==> src/rtl/mips_pkg.sv <==
// Shared MIPS pipeline types: ALU opcodes, EX-stage control bundle, register-zero index.
package mips_pkg;

  localparam logic [3:0] ALU_AND = 4'b0000;
  localparam logic [3:0] ALU_OR  = 4'b0001;
  localparam logic [3:0] ALU_ADD = 4'b0010;
  localparam logic [3:0] ALU_SUB = 4'b0011;

  localparam int REG_ZERO = 0;

  typedef struct packed {
    logic reg_write;
    logic mem_read;
    logic mem_write;
    logic mem_to_reg;
    logic branch;
  } ex_ctrl_t;

  localparam ex_ctrl_t EX_CTRL_NOP = '0;

endpackage

==> src/rtl/id_ex_stage_if.sv <==
// ID/EX boundary bundle: decode-side valid/ready handshake, forwarding sources and EX-stage outputs.
interface id_ex_stage_if #(
  parameter int DW = 32,
  parameter int RW = 5
);
  logic          in_valid;
  logic          in_ready;
  logic [DW-1:0] id_rs_data;
  logic [DW-1:0] id_rt_data;
  logic [DW-1:0] id_imm;
  logic [RW-1:0] id_rs;
  logic [RW-1:0] id_rt;
  logic [RW-1:0] id_rd;
  logic [3:0]    id_alu_ctrl;
  logic          id_alu_src;
  logic          id_reg_write;
  logic          id_mem_read;
  logic          id_mem_write;
  logic          id_mem_to_reg;
  logic          id_branch;
  logic          flush;
  logic          exmem_reg_write;
  logic [RW-1:0] exmem_rd;
  logic [DW-1:0] exmem_res;
  logic          memwb_reg_write;
  logic [RW-1:0] memwb_rd;
  logic [DW-1:0] memwb_data;
  logic          ex_valid;
  logic [DW-1:0] operand1;
  logic [DW-1:0] operand2;
  logic [3:0]    alu_ctrl;
  logic [DW-1:0] ex_store_data;
  logic [RW-1:0] ex_rd;
  logic          ex_reg_write;
  logic          ex_mem_read;
  logic          ex_mem_write;
  logic          ex_mem_to_reg;
  logic          ex_branch;
  logic          stall;

  modport slave (
    input  in_valid, id_rs_data, id_rt_data, id_imm, id_rs, id_rt, id_rd,
           id_alu_ctrl, id_alu_src, id_reg_write, id_mem_read, id_mem_write,
           id_mem_to_reg, id_branch, flush,
           exmem_reg_write, exmem_rd, exmem_res, memwb_reg_write, memwb_rd, memwb_data,
    output in_ready, ex_valid, operand1, operand2, alu_ctrl, ex_store_data, ex_rd,
           ex_reg_write, ex_mem_read, ex_mem_write, ex_mem_to_reg, ex_branch, stall
  );

  modport master (
    output in_valid, id_rs_data, id_rt_data, id_imm, id_rs, id_rt, id_rd,
           id_alu_ctrl, id_alu_src, id_reg_write, id_mem_read, id_mem_write,
           id_mem_to_reg, id_branch, flush,
           exmem_reg_write, exmem_rd, exmem_res, memwb_reg_write, memwb_rd, memwb_data,
    input  in_ready, ex_valid, operand1, operand2, alu_ctrl, ex_store_data, ex_rd,
           ex_reg_write, ex_mem_read, ex_mem_write, ex_mem_to_reg, ex_branch, stall
  );

endinterface

==> src/rtl/fwd_sel.sv <==
// Operand forwarding mux: EX/MEM beats MEM/WB beats register file; r0 never forwarded.
// Purely combinational, no backpressure.
module fwd_sel
  import mips_pkg::*;
#(
  parameter int DW = 32,
  parameter int RW = 5
) (
  input  logic [RW-1:0] idx,
  input  logic [DW-1:0] rf_data,
  input  logic          exmem_reg_write,
  input  logic [RW-1:0] exmem_rd,
  input  logic [DW-1:0] exmem_res,
  input  logic          memwb_reg_write,
  input  logic [RW-1:0] memwb_rd,
  input  logic [DW-1:0] memwb_data,
  output logic [DW-1:0] data
);

  logic exmem_hit;
  logic memwb_hit;

  assign exmem_hit = exmem_reg_write && (exmem_rd != RW'(REG_ZERO)) && (exmem_rd == idx);
  assign memwb_hit = memwb_reg_write && (memwb_rd != RW'(REG_ZERO)) && (memwb_rd == idx);

  always_comb begin
    data = rf_data;
    if (exmem_hit) begin
      data = exmem_res;
    end else if (memwb_hit) begin
      data = memwb_data;
    end
  end

endmodule

==> src/rtl/id_ex_stage.sv <==
// ID/EX pipeline register with operand forwarding; one cycle accept-to-EX latency.
// Backpressure: in_ready drops for one cycle on a load-use hazard (bubble inserted); flush forces a bubble.
module id_ex_stage
  import mips_pkg::*;
#(
  parameter int DW = 32,
  parameter int RW = 5
) (
  input logic         clk,
  input logic         rst_n,
  id_ex_stage_if.slave bus
);

  logic          valid_q;
  ex_ctrl_t      ctrl_q;
  ex_ctrl_t      id_ctrl;
  logic [RW-1:0] rs_q;
  logic [RW-1:0] rt_q;
  logic [RW-1:0] rd_q;
  logic [DW-1:0] rs_data_q;
  logic [DW-1:0] rt_data_q;
  logic [DW-1:0] imm_q;
  logic [3:0]    alu_ctrl_q;
  logic          alu_src_q;
  logic          load_use;
  logic          rt_used;
  logic [DW-1:0] rs_fwd;
  logic [DW-1:0] rt_fwd;

  assign id_ctrl = '{reg_write:  bus.id_reg_write,
                     mem_read:   bus.id_mem_read,
                     mem_write:  bus.id_mem_write,
                     mem_to_reg: bus.id_mem_to_reg,
                     branch:     bus.id_branch};

  // rt only matters when it feeds the ALU or is the store data
  assign rt_used  = !bus.id_alu_src || bus.id_mem_write;
  assign load_use = valid_q && ctrl_q.mem_read && (rd_q != RW'(REG_ZERO)) && bus.in_valid &&
                    ((rd_q == bus.id_rs) || ((rd_q == bus.id_rt) && rt_used));

  assign bus.in_ready = bus.flush || !load_use;
  assign bus.stall    = !bus.in_ready;

  always_ff @(posedge clk or negedge rst_n) begin
    if (!rst_n) begin
      valid_q    <= 1'b0;
      ctrl_q     <= EX_CTRL_NOP;
      rs_q       <= '0;
      rt_q       <= '0;
      rd_q       <= '0;
      rs_data_q  <= '0;
      rt_data_q  <= '0;
      imm_q      <= '0;
      alu_ctrl_q <= ALU_AND;
      alu_src_q  <= 1'b0;
    end else if (bus.flush || load_use || !bus.in_valid) begin
      valid_q <= 1'b0;
      ctrl_q  <= EX_CTRL_NOP;
    end else begin
      valid_q    <= 1'b1;
      ctrl_q     <= id_ctrl;
      rs_q       <= bus.id_rs;
      rt_q       <= bus.id_rt;
      rd_q       <= bus.id_rd;
      rs_data_q  <= bus.id_rs_data;
      rt_data_q  <= bus.id_rt_data;
      imm_q      <= bus.id_imm;
      alu_ctrl_q <= bus.id_alu_ctrl;
      alu_src_q  <= bus.id_alu_src;
    end
  end

  fwd_sel #(.DW(DW), .RW(RW)) u_fwd_rs (
    .idx             (rs_q),
    .rf_data         (rs_data_q),
    .exmem_reg_write (bus.exmem_reg_write),
    .exmem_rd        (bus.exmem_rd),
    .exmem_res       (bus.exmem_res),
    .memwb_reg_write (bus.memwb_reg_write),
    .memwb_rd        (bus.memwb_rd),
    .memwb_data      (bus.memwb_data),
    .data            (rs_fwd)
  );

  fwd_sel #(.DW(DW), .RW(RW)) u_fwd_rt (
    .idx             (rt_q),
    .rf_data         (rt_data_q),
    .exmem_reg_write (bus.exmem_reg_write),
    .exmem_rd        (bus.exmem_rd),
    .exmem_res       (bus.exmem_res),
    .memwb_reg_write (bus.memwb_reg_write),
    .memwb_rd        (bus.memwb_rd),
    .memwb_data      (bus.memwb_data),
    .data            (rt_fwd)
  );

  assign bus.ex_valid      = valid_q;
  assign bus.operand1      = rs_fwd;
  assign bus.operand2      = alu_src_q ? imm_q : rt_fwd;
  assign bus.ex_store_data = rt_fwd;
  assign bus.alu_ctrl      = alu_ctrl_q;
  assign bus.ex_rd         = rd_q;
  assign bus.ex_reg_write  = valid_q && ctrl_q.reg_write;
  assign bus.ex_mem_read   = valid_q && ctrl_q.mem_read;
  assign bus.ex_mem_write  = valid_q && ctrl_q.mem_write;
  assign bus.ex_mem_to_reg = valid_q && ctrl_q.mem_to_reg;
  assign bus.ex_branch     = valid_q && ctrl_q.branch;

endmodule
==> src/flat_wrapper.sv <==
// flat-port wrapper written by rule: the top's interface ports become plain ports
module id_ex_stage_flat import mips_pkg::*;
#(
  parameter int DW = 32,
  parameter int RW = 5
)
  (clk, rst_n, bus_in_valid, bus_id_rs_data, bus_id_rt_data, bus_id_imm, bus_id_rs, bus_id_rt, bus_id_rd, bus_id_alu_ctrl, bus_id_alu_src, bus_id_reg_write, bus_id_mem_read, bus_id_mem_write, bus_id_mem_to_reg, bus_id_branch, bus_flush, bus_exmem_reg_write, bus_exmem_rd, bus_exmem_res, bus_memwb_reg_write, bus_memwb_rd, bus_memwb_data, bus_in_ready, bus_ex_valid, bus_operand1, bus_operand2, bus_alu_ctrl, bus_ex_store_data, bus_ex_rd, bus_ex_reg_write, bus_ex_mem_read, bus_ex_mem_write, bus_ex_mem_to_reg, bus_ex_branch, bus_stall);
  id_ex_stage_if #(.DW(DW), .RW(RW)) bus_i ();
  input logic clk;
  input logic rst_n;
  input wire logic [$bits(bus_i.in_valid)-1:0] bus_in_valid;
  input wire logic [$bits(bus_i.id_rs_data)-1:0] bus_id_rs_data;
  input wire logic [$bits(bus_i.id_rt_data)-1:0] bus_id_rt_data;
  input wire logic [$bits(bus_i.id_imm)-1:0] bus_id_imm;
  input wire logic [$bits(bus_i.id_rs)-1:0] bus_id_rs;
  input wire logic [$bits(bus_i.id_rt)-1:0] bus_id_rt;
  input wire logic [$bits(bus_i.id_rd)-1:0] bus_id_rd;
  input wire logic [$bits(bus_i.id_alu_ctrl)-1:0] bus_id_alu_ctrl;
  input wire logic [$bits(bus_i.id_alu_src)-1:0] bus_id_alu_src;
  input wire logic [$bits(bus_i.id_reg_write)-1:0] bus_id_reg_write;
  input wire logic [$bits(bus_i.id_mem_read)-1:0] bus_id_mem_read;
  input wire logic [$bits(bus_i.id_mem_write)-1:0] bus_id_mem_write;
  input wire logic [$bits(bus_i.id_mem_to_reg)-1:0] bus_id_mem_to_reg;
  input wire logic [$bits(bus_i.id_branch)-1:0] bus_id_branch;
  input wire logic [$bits(bus_i.flush)-1:0] bus_flush;
  input wire logic [$bits(bus_i.exmem_reg_write)-1:0] bus_exmem_reg_write;
  input wire logic [$bits(bus_i.exmem_rd)-1:0] bus_exmem_rd;
  input wire logic [$bits(bus_i.exmem_res)-1:0] bus_exmem_res;
  input wire logic [$bits(bus_i.memwb_reg_write)-1:0] bus_memwb_reg_write;
  input wire logic [$bits(bus_i.memwb_rd)-1:0] bus_memwb_rd;
  input wire logic [$bits(bus_i.memwb_data)-1:0] bus_memwb_data;
  output wire logic [$bits(bus_i.in_ready)-1:0] bus_in_ready;
  output wire logic [$bits(bus_i.ex_valid)-1:0] bus_ex_valid;
  output wire logic [$bits(bus_i.operand1)-1:0] bus_operand1;
  output wire logic [$bits(bus_i.operand2)-1:0] bus_operand2;
  output wire logic [$bits(bus_i.alu_ctrl)-1:0] bus_alu_ctrl;
  output wire logic [$bits(bus_i.ex_store_data)-1:0] bus_ex_store_data;
  output wire logic [$bits(bus_i.ex_rd)-1:0] bus_ex_rd;
  output wire logic [$bits(bus_i.ex_reg_write)-1:0] bus_ex_reg_write;
  output wire logic [$bits(bus_i.ex_mem_read)-1:0] bus_ex_mem_read;
  output wire logic [$bits(bus_i.ex_mem_write)-1:0] bus_ex_mem_write;
  output wire logic [$bits(bus_i.ex_mem_to_reg)-1:0] bus_ex_mem_to_reg;
  output wire logic [$bits(bus_i.ex_branch)-1:0] bus_ex_branch;
  output wire logic [$bits(bus_i.stall)-1:0] bus_stall;
  assign bus_i.in_valid = bus_in_valid;
  assign bus_i.id_rs_data = bus_id_rs_data;
  assign bus_i.id_rt_data = bus_id_rt_data;
  assign bus_i.id_imm = bus_id_imm;
  assign bus_i.id_rs = bus_id_rs;
  assign bus_i.id_rt = bus_id_rt;
  assign bus_i.id_rd = bus_id_rd;
  assign bus_i.id_alu_ctrl = bus_id_alu_ctrl;
  assign bus_i.id_alu_src = bus_id_alu_src;
  assign bus_i.id_reg_write = bus_id_reg_write;
  assign bus_i.id_mem_read = bus_id_mem_read;
  assign bus_i.id_mem_write = bus_id_mem_write;
  assign bus_i.id_mem_to_reg = bus_id_mem_to_reg;
  assign bus_i.id_branch = bus_id_branch;
  assign bus_i.flush = bus_flush;
  assign bus_i.exmem_reg_write = bus_exmem_reg_write;
  assign bus_i.exmem_rd = bus_exmem_rd;
  assign bus_i.exmem_res = bus_exmem_res;
  assign bus_i.memwb_reg_write = bus_memwb_reg_write;
  assign bus_i.memwb_rd = bus_memwb_rd;
  assign bus_i.memwb_data = bus_memwb_data;
  assign bus_in_ready = bus_i.in_ready;
  assign bus_ex_valid = bus_i.ex_valid;
  assign bus_operand1 = bus_i.operand1;
  assign bus_operand2 = bus_i.operand2;
  assign bus_alu_ctrl = bus_i.alu_ctrl;
  assign bus_ex_store_data = bus_i.ex_store_data;
  assign bus_ex_rd = bus_i.ex_rd;
  assign bus_ex_reg_write = bus_i.ex_reg_write;
  assign bus_ex_mem_read = bus_i.ex_mem_read;
  assign bus_ex_mem_write = bus_i.ex_mem_write;
  assign bus_ex_mem_to_reg = bus_i.ex_mem_to_reg;
  assign bus_ex_branch = bus_i.ex_branch;
  assign bus_stall = bus_i.stall;
  id_ex_stage #(.DW(DW), .RW(RW)) u_core (.clk(clk), .rst_n(rst_n), .bus(bus_i));
endmodule
==> config.mk <==
export PLATFORM = sky130hd
export DESIGN_NAME = id_ex_stage_flat
export DESIGN_NICKNAME = d
export VERILOG_FILES = /design/src/rtl/mips_pkg.sv /design/src/rtl/id_ex_stage_if.sv /design/src/rtl/fwd_sel.sv /design/src/rtl/id_ex_stage.sv /design/src/flat_wrapper.sv
export SDC_FILE = /design/constraint.sdc
export NUM_CORES = 1
export LEC_CHECK = 0
export ABC_AREA = 1
export CORE_AREA = 2 2 130 132
export CTS_CLUSTER_SIZE = 14
export DETAILED_ROUTE_END_ITERATION = 16
export DIE_AREA = 0 0 132 134
export PLACE_DENSITY_LB_ADDON = 0.2
export SYNTH_ARGS = -nofsm -noshare
export SYNTH_HDL_FRONTEND = slang
export SYNTH_SLANG_ARGS = --single-unit
export TNS_END_PERCENT = 1
==> constraint.sdc <==
create_clock -name clk -period 3.1 [get_ports clk]
set_input_delay 0.62 -clock clk [delete_from_list [all_inputs] [get_ports clk]]
set_output_delay 0.62 -clock clk [all_outputs]
set_load 0.01 [all_outputs]
## After elaboration in Yosys (flattened, before gate mapping)

Index checks and enable logic that the tools add are counted.

- $mul: 0
- Reductions and logical operators: 27
- Order comparisons: 0
- Bitwise logic cells: 0
- Add/sub/neg operators: 0
- Equality and inequality tests: 6
- Shift-type cells: 0
- Mux-type cells: 7
- Divide/modulo/power cells: 0

Operator list:

| kind | number |
|---|---|
| 32-bit two-way mux | 5 |
| 5-bit equality test | 6 |
| 1-bit logical AND | 15 |
| 5-bit nonzero test | 3 |
| 1-bit logical OR | 5 |
| 5-bit two-way mux | 1 |
| 1-bit logical NOT | 4 |
| 1-bit two-way mux | 1 |

- Register bits after elaboration: 122
- Bits in latches: 0
- Logic and storage cells: 54
- Memories kept: 0
- Input bits: 201
- Output and inout port bits: 113
- Memory bits (read-only): 0
- Bits in writable memories: 0

## Logic depth before layout (Yosys ltp)

- Word-level depth: 8
- Mapped depth: 12
- Depth with buffers taken out: 10

## By module

From an unflattened synthesis, not the netlist that was laid out.

- Cell total of the unflattened synthesis: 1,220
- Area, all modules: 8,255.4 µm²

Modules (own cells, without submodules):

| module | sequential area each (µm²) | cells an instance | area an instance (µm²) | instances |
|---|---|---|---|---|
| id_ex_stage | 3,052.9 | 624 | 5,422.7 | 1 |
| fwd_sel | 0.0 | 298 | 1,416.4 | 2 |

## Worst setup path after synthesis

Ideal clock, no wire load.

- Path kind: input to output
- From: in bus_exmem_rd[0]
- To: out bus_operand1[21]
- Data arrival time: 1.654 ns
- Buffers on the path: 1
- Path slack: 0.826 ns
- Stages on the path: 8
- Required time: 2.480 ns
- Cell sequence: xnor2_1 -> nand2_1 -> nor3_1 -> nand2_1 -> inv_1 -> clkbuf_1 -> nand2_1 -> nand2_1

- Word-level cells in the longest chain between the ends: 4
- Elaborated cells on any way between the ends: 5
- Classes of those cells: eq/ne: 1; mux: 1; reduce/logical: 3

RTL lines:

| what | line | source |
|---|---|---|
| start: declaration | flat_wrapper.sv:27 | `input wire logic [$bits(bus_i.exmem_rd)-1:0] bus_exmem_rd;` |
| 5-bit nonzero test | fwd_sel.sv:23 | `assign exmem_hit = exmem_reg_write && (exmem_rd != RW'(REG_ZERO)) && (exmem_rd == idx);` |
| 1-bit logical AND | fwd_sel.sv:23 |  |
| 1-bit logical AND (*) | fwd_sel.sv:23 |  |
| 32-bit two-way mux (*) | fwd_sel.sv:28 | `if (exmem_hit) begin` |
| end: declaration | flat_wrapper.sv:34 | `output wire logic [$bits(bus_i.operand1)-1:0] bus_operand1;` |

Mark *: on every way between the ends. The rest lies on a longest branch, timed or not.

## Final worst setup path

- From: in bus_exmem_rd[1]
- To: out bus_ex_store_data[0]

- Word-level cells in the longest chain between the ends: 4
- Elaborated cells on any way between the ends: 5
- Classes of those cells: eq/ne: 1; mux: 1; reduce/logical: 3

RTL lines:

| what | line | source |
|---|---|---|
| 5-bit nonzero test | fwd_sel.sv:23 |  |
| 1-bit logical AND | fwd_sel.sv:23 |  |
| 1-bit logical AND (*) | fwd_sel.sv:23 |  |
| 32-bit two-way mux (*) | fwd_sel.sv:28 |  |
| end: declaration | flat_wrapper.sv:37 | `output wire logic [$bits(bus_i.ex_store_data)-1:0] bus_ex_store_data;` |

Marks and branches as above.

==> results.ini <==
[status]
status=completed

[power_and_ir_drop]
power_mw=5.59
seqPwrFrac=0.343
swShare=0.314
pwr-share-comb=0.314
irDropWorstVdd_uv=366
p_per_area_nw_per_um2=470
p_sw_mw=1.75
p_clk_frac=0.344
leakage_nw=6.25
p_int_mw=3.84

[worst_hold_path]
worstHoldPathType=input pin to async pin

[placed_design]
port_buffers=313
place_area_um2=11300
dp_hpwl_mm=20.3
dpl_worst_slack_ps=-355
place_congestion=0.912
place_inst=1619

[detailed_routing]
first_pass_iters=6
initialDrtViolationCount=815
wl_per_cell_um=17.6
drt-total-wl_mm=29.2
vias=9061
antenna_left=0
vias_per_cell=5.47
drc=0

[yosys]
syn_area_um2=7730
synth_cell_types=25
syn_inst=1125
synth-seq-cells=122
synth_top_area_share=0.395
post_synth.cell_area_avg_um2=6.87
seq_area_frac_synth=0.395
synthArstFlopShare=1.00
synth.most_common_cell=nand2_1
synth_edf_count=0
synth.area.top_cells=dfrtp_1, nand2_1, nand3_1
synth.net_count=1326
synthTopCellsByCount=nand2_1, nand3_1, dfrtp_1
ys.warnings.count=0
synth_top_cell_by_area=dfrtp_1
synth_ff_type=dfrtp_1

[floorplan]
ios=314
coreArea_um2=16300
die_w_um=132
rows=47
start_util=0.475
die_area_um2=17700
die_h_um=134

[timing]
setup_viol=0
tightest_slew_ps=694
hold-worst-slack_ps=201
finClkSkew_ps=7.67
rsz0062_at_grt=yes
finalMaxSlewViolations=0
post-route-period-util=0.974
min_period_ps=3020
final_hold_viol_count=0
clock.fmax_ghz=0.331
fin_ws_ps=80.0
relSlewSlack=0.537
tns_ps=0

[finish]
syn2layout_area_growth_pct=53.9
fin_nets=1625
final_util=0.731
ff_latch_area_um2=3050
num_antenna_cells=0
nFillCells=1314
multi_input_area_um2=4120
final_design_area_no_fill_um2=11900
drive_above_1_share=0.0669
layoutNonFillerInstCount=1656

[grt]
overflow=0
grt.total_usage=0.328
grt_max_degree=118
antenna_found_initial=0
grt_pass1_wl_mm=45.9
grt_pass1_vias=8829

[flow_run]
drv_cap=0

[clocking]
clk_pin_slew_ps=50
clock_sinks=122
cts_made_buffers=17
clock_tree.htree_level_count=4
cts_root_buf=clkbuf_16
cts_tree=built
clk_latency_ps=410
clockBufferDepth=2

[worst_setup_path]
crit_chain=dlygate4sd2_1 > nor2_2 > nand2_1 > o21ai_2 > nand3b_1 > buf_6 > bufbuf_16 > nand3_1 > and2_1 > dlygate4sd2_1
required_ps=2480
worstPathArrival_ps=2400
start_kind=input pin
crit_path_top_delay_cell=dlygate4sd2_1
crit_top_cell=dlygate4sd2_1
crit_path_max_incr_delay_ps=290
critical_path_class=input pin to output pin
worst_setup_path_end_kind=output pin
cp_max_fo=9

## power groups by stage
stage               clock (mW)  combinational (mW)  sequential, mW
floorplan                    0               0.823            1.91
global placement             0                1.85            1.93
detailed placement           0                1.88            1.94
CTS                       1.94                1.75            1.91
global route              2.02                1.91            1.94
finish                    1.92                1.75            1.92
## metal layers
layer / vias to the layer above / GRT usage / wire length, um
met5: - / 0 / 0
met4: 0 / 0.138 / 833
met3: 68 / 0.0884 / 3080
met2: 498 / 0.552 / 14300
met1: 4296 / 0.400 / 11100
li1: 4199 / - / -
## worst max-delay path: cells and delay by family
kind | cells | cell delay (ps)
compound gates | 1 | 160
buf+inv | 4 | 990
simple gates | 5 | 630
## final cells by class
cell class / count / share of cell area
clock buffer: 23 / 0.0393
clock inverter: 8 / 0.00799
inverter: 65 / 0.0205
multi-input combinational: 861 / 0.346
sequential: 122 / 0.256
tap: 220 / 0.0231
timing repair buffer: 357 / 0.307
## state kept, by name (all words and copies together), names as in the netlist
name / flops
u_core.bus.alu_ctrl: 4
u_core.imm_q: 32
u_core.bus.ex_valid: 1
u_core.rs_data_q: 32
u_core.rs_q: 5
u_core.alu_src_q: 1
u_core.ctrl_q: 5
u_core.rt_q: 5
u_core.bus.ex_rd: 5
u_core.rt_data_q: 32
## path summary, 6_finish.rpt
path,startpoint,endpoint,slack [ps],cells past startpoint
max in group asynchronous,rst_n,u_core.rs_data_q[23],2080,2
worst max-delay path,bus_exmem_rd[1],bus_ex_store_data[0],80,10
worst max register to register,u_core.bus.ex_rd[1],u_core.rt_data_q[3],770,10
worst min-delay path,rst_n,u_core.imm_q[14],200,1
worst min register to register,u_core.rs_data_q[23],u_core.rs_data_q[23],470,2
min in group clk,u_core.rs_data_q[23],u_core.rs_data_q[23],470,2
## repair_timing
item	4_1_cts	5_1_grt
resized for setup	117	20
setup endpoints to repair	96	98
cloned	3	0
pin swaps	4	2
setup buffers	3	0
hold buffers	0	0
## cells by family (layout without fill, tap and decap cells)
group | Yosys count | in the layout | synth area share
AND/OR/NAND/NOR | 833 | 833 | 0.492
buffers and inverters | 142 | 453 | 0.0835
flip-flops | 122 | 122 | 0.395
XOR/XNOR | 23 | 23 | 0.0260
AO/OA/AOI/OAI | 5 | 5 | 0.00356
## placed cells by master (no fill, tap or decap), types with 3 or more instances in the layout
| cell type | Yosys | routed |
|---|---|---|
| and2_1 | 32 | 32 |
| buf_12 | 0 | 18 |
| buf_4 | 2 | 18 |
| buf_6 | 9 | 6 |
| clkbuf_1 | 29 | 4 |
| clkbuf_16 | 0 | 17 |
| clkdlybuf4s50_1 | 0 | 204 |
| clkinv_2 | 0 | 4 |
| dfrtp_1 | 122 | 122 |
| dlygate4sd2_1 | 0 | 96 |
| dlymetal6s2s_1 | 0 | 7 |
| inv_1 | 64 | 63 |
| nand2_1 | 457 | 454 |
| nand2_2 | 0 | 3 |
| nand3_1 | 249 | 247 |
| nand3b_1 | 65 | 65 |
| nor2_1 | 21 | 15 |
| nor2_2 | 1 | 3 |
| nor2_4 | 0 | 4 |
| xnor2_1 | 10 | 10 |
| xor2_1 | 13 | 11 |
No activity file was read; power rests on OpenSTA's default activity.
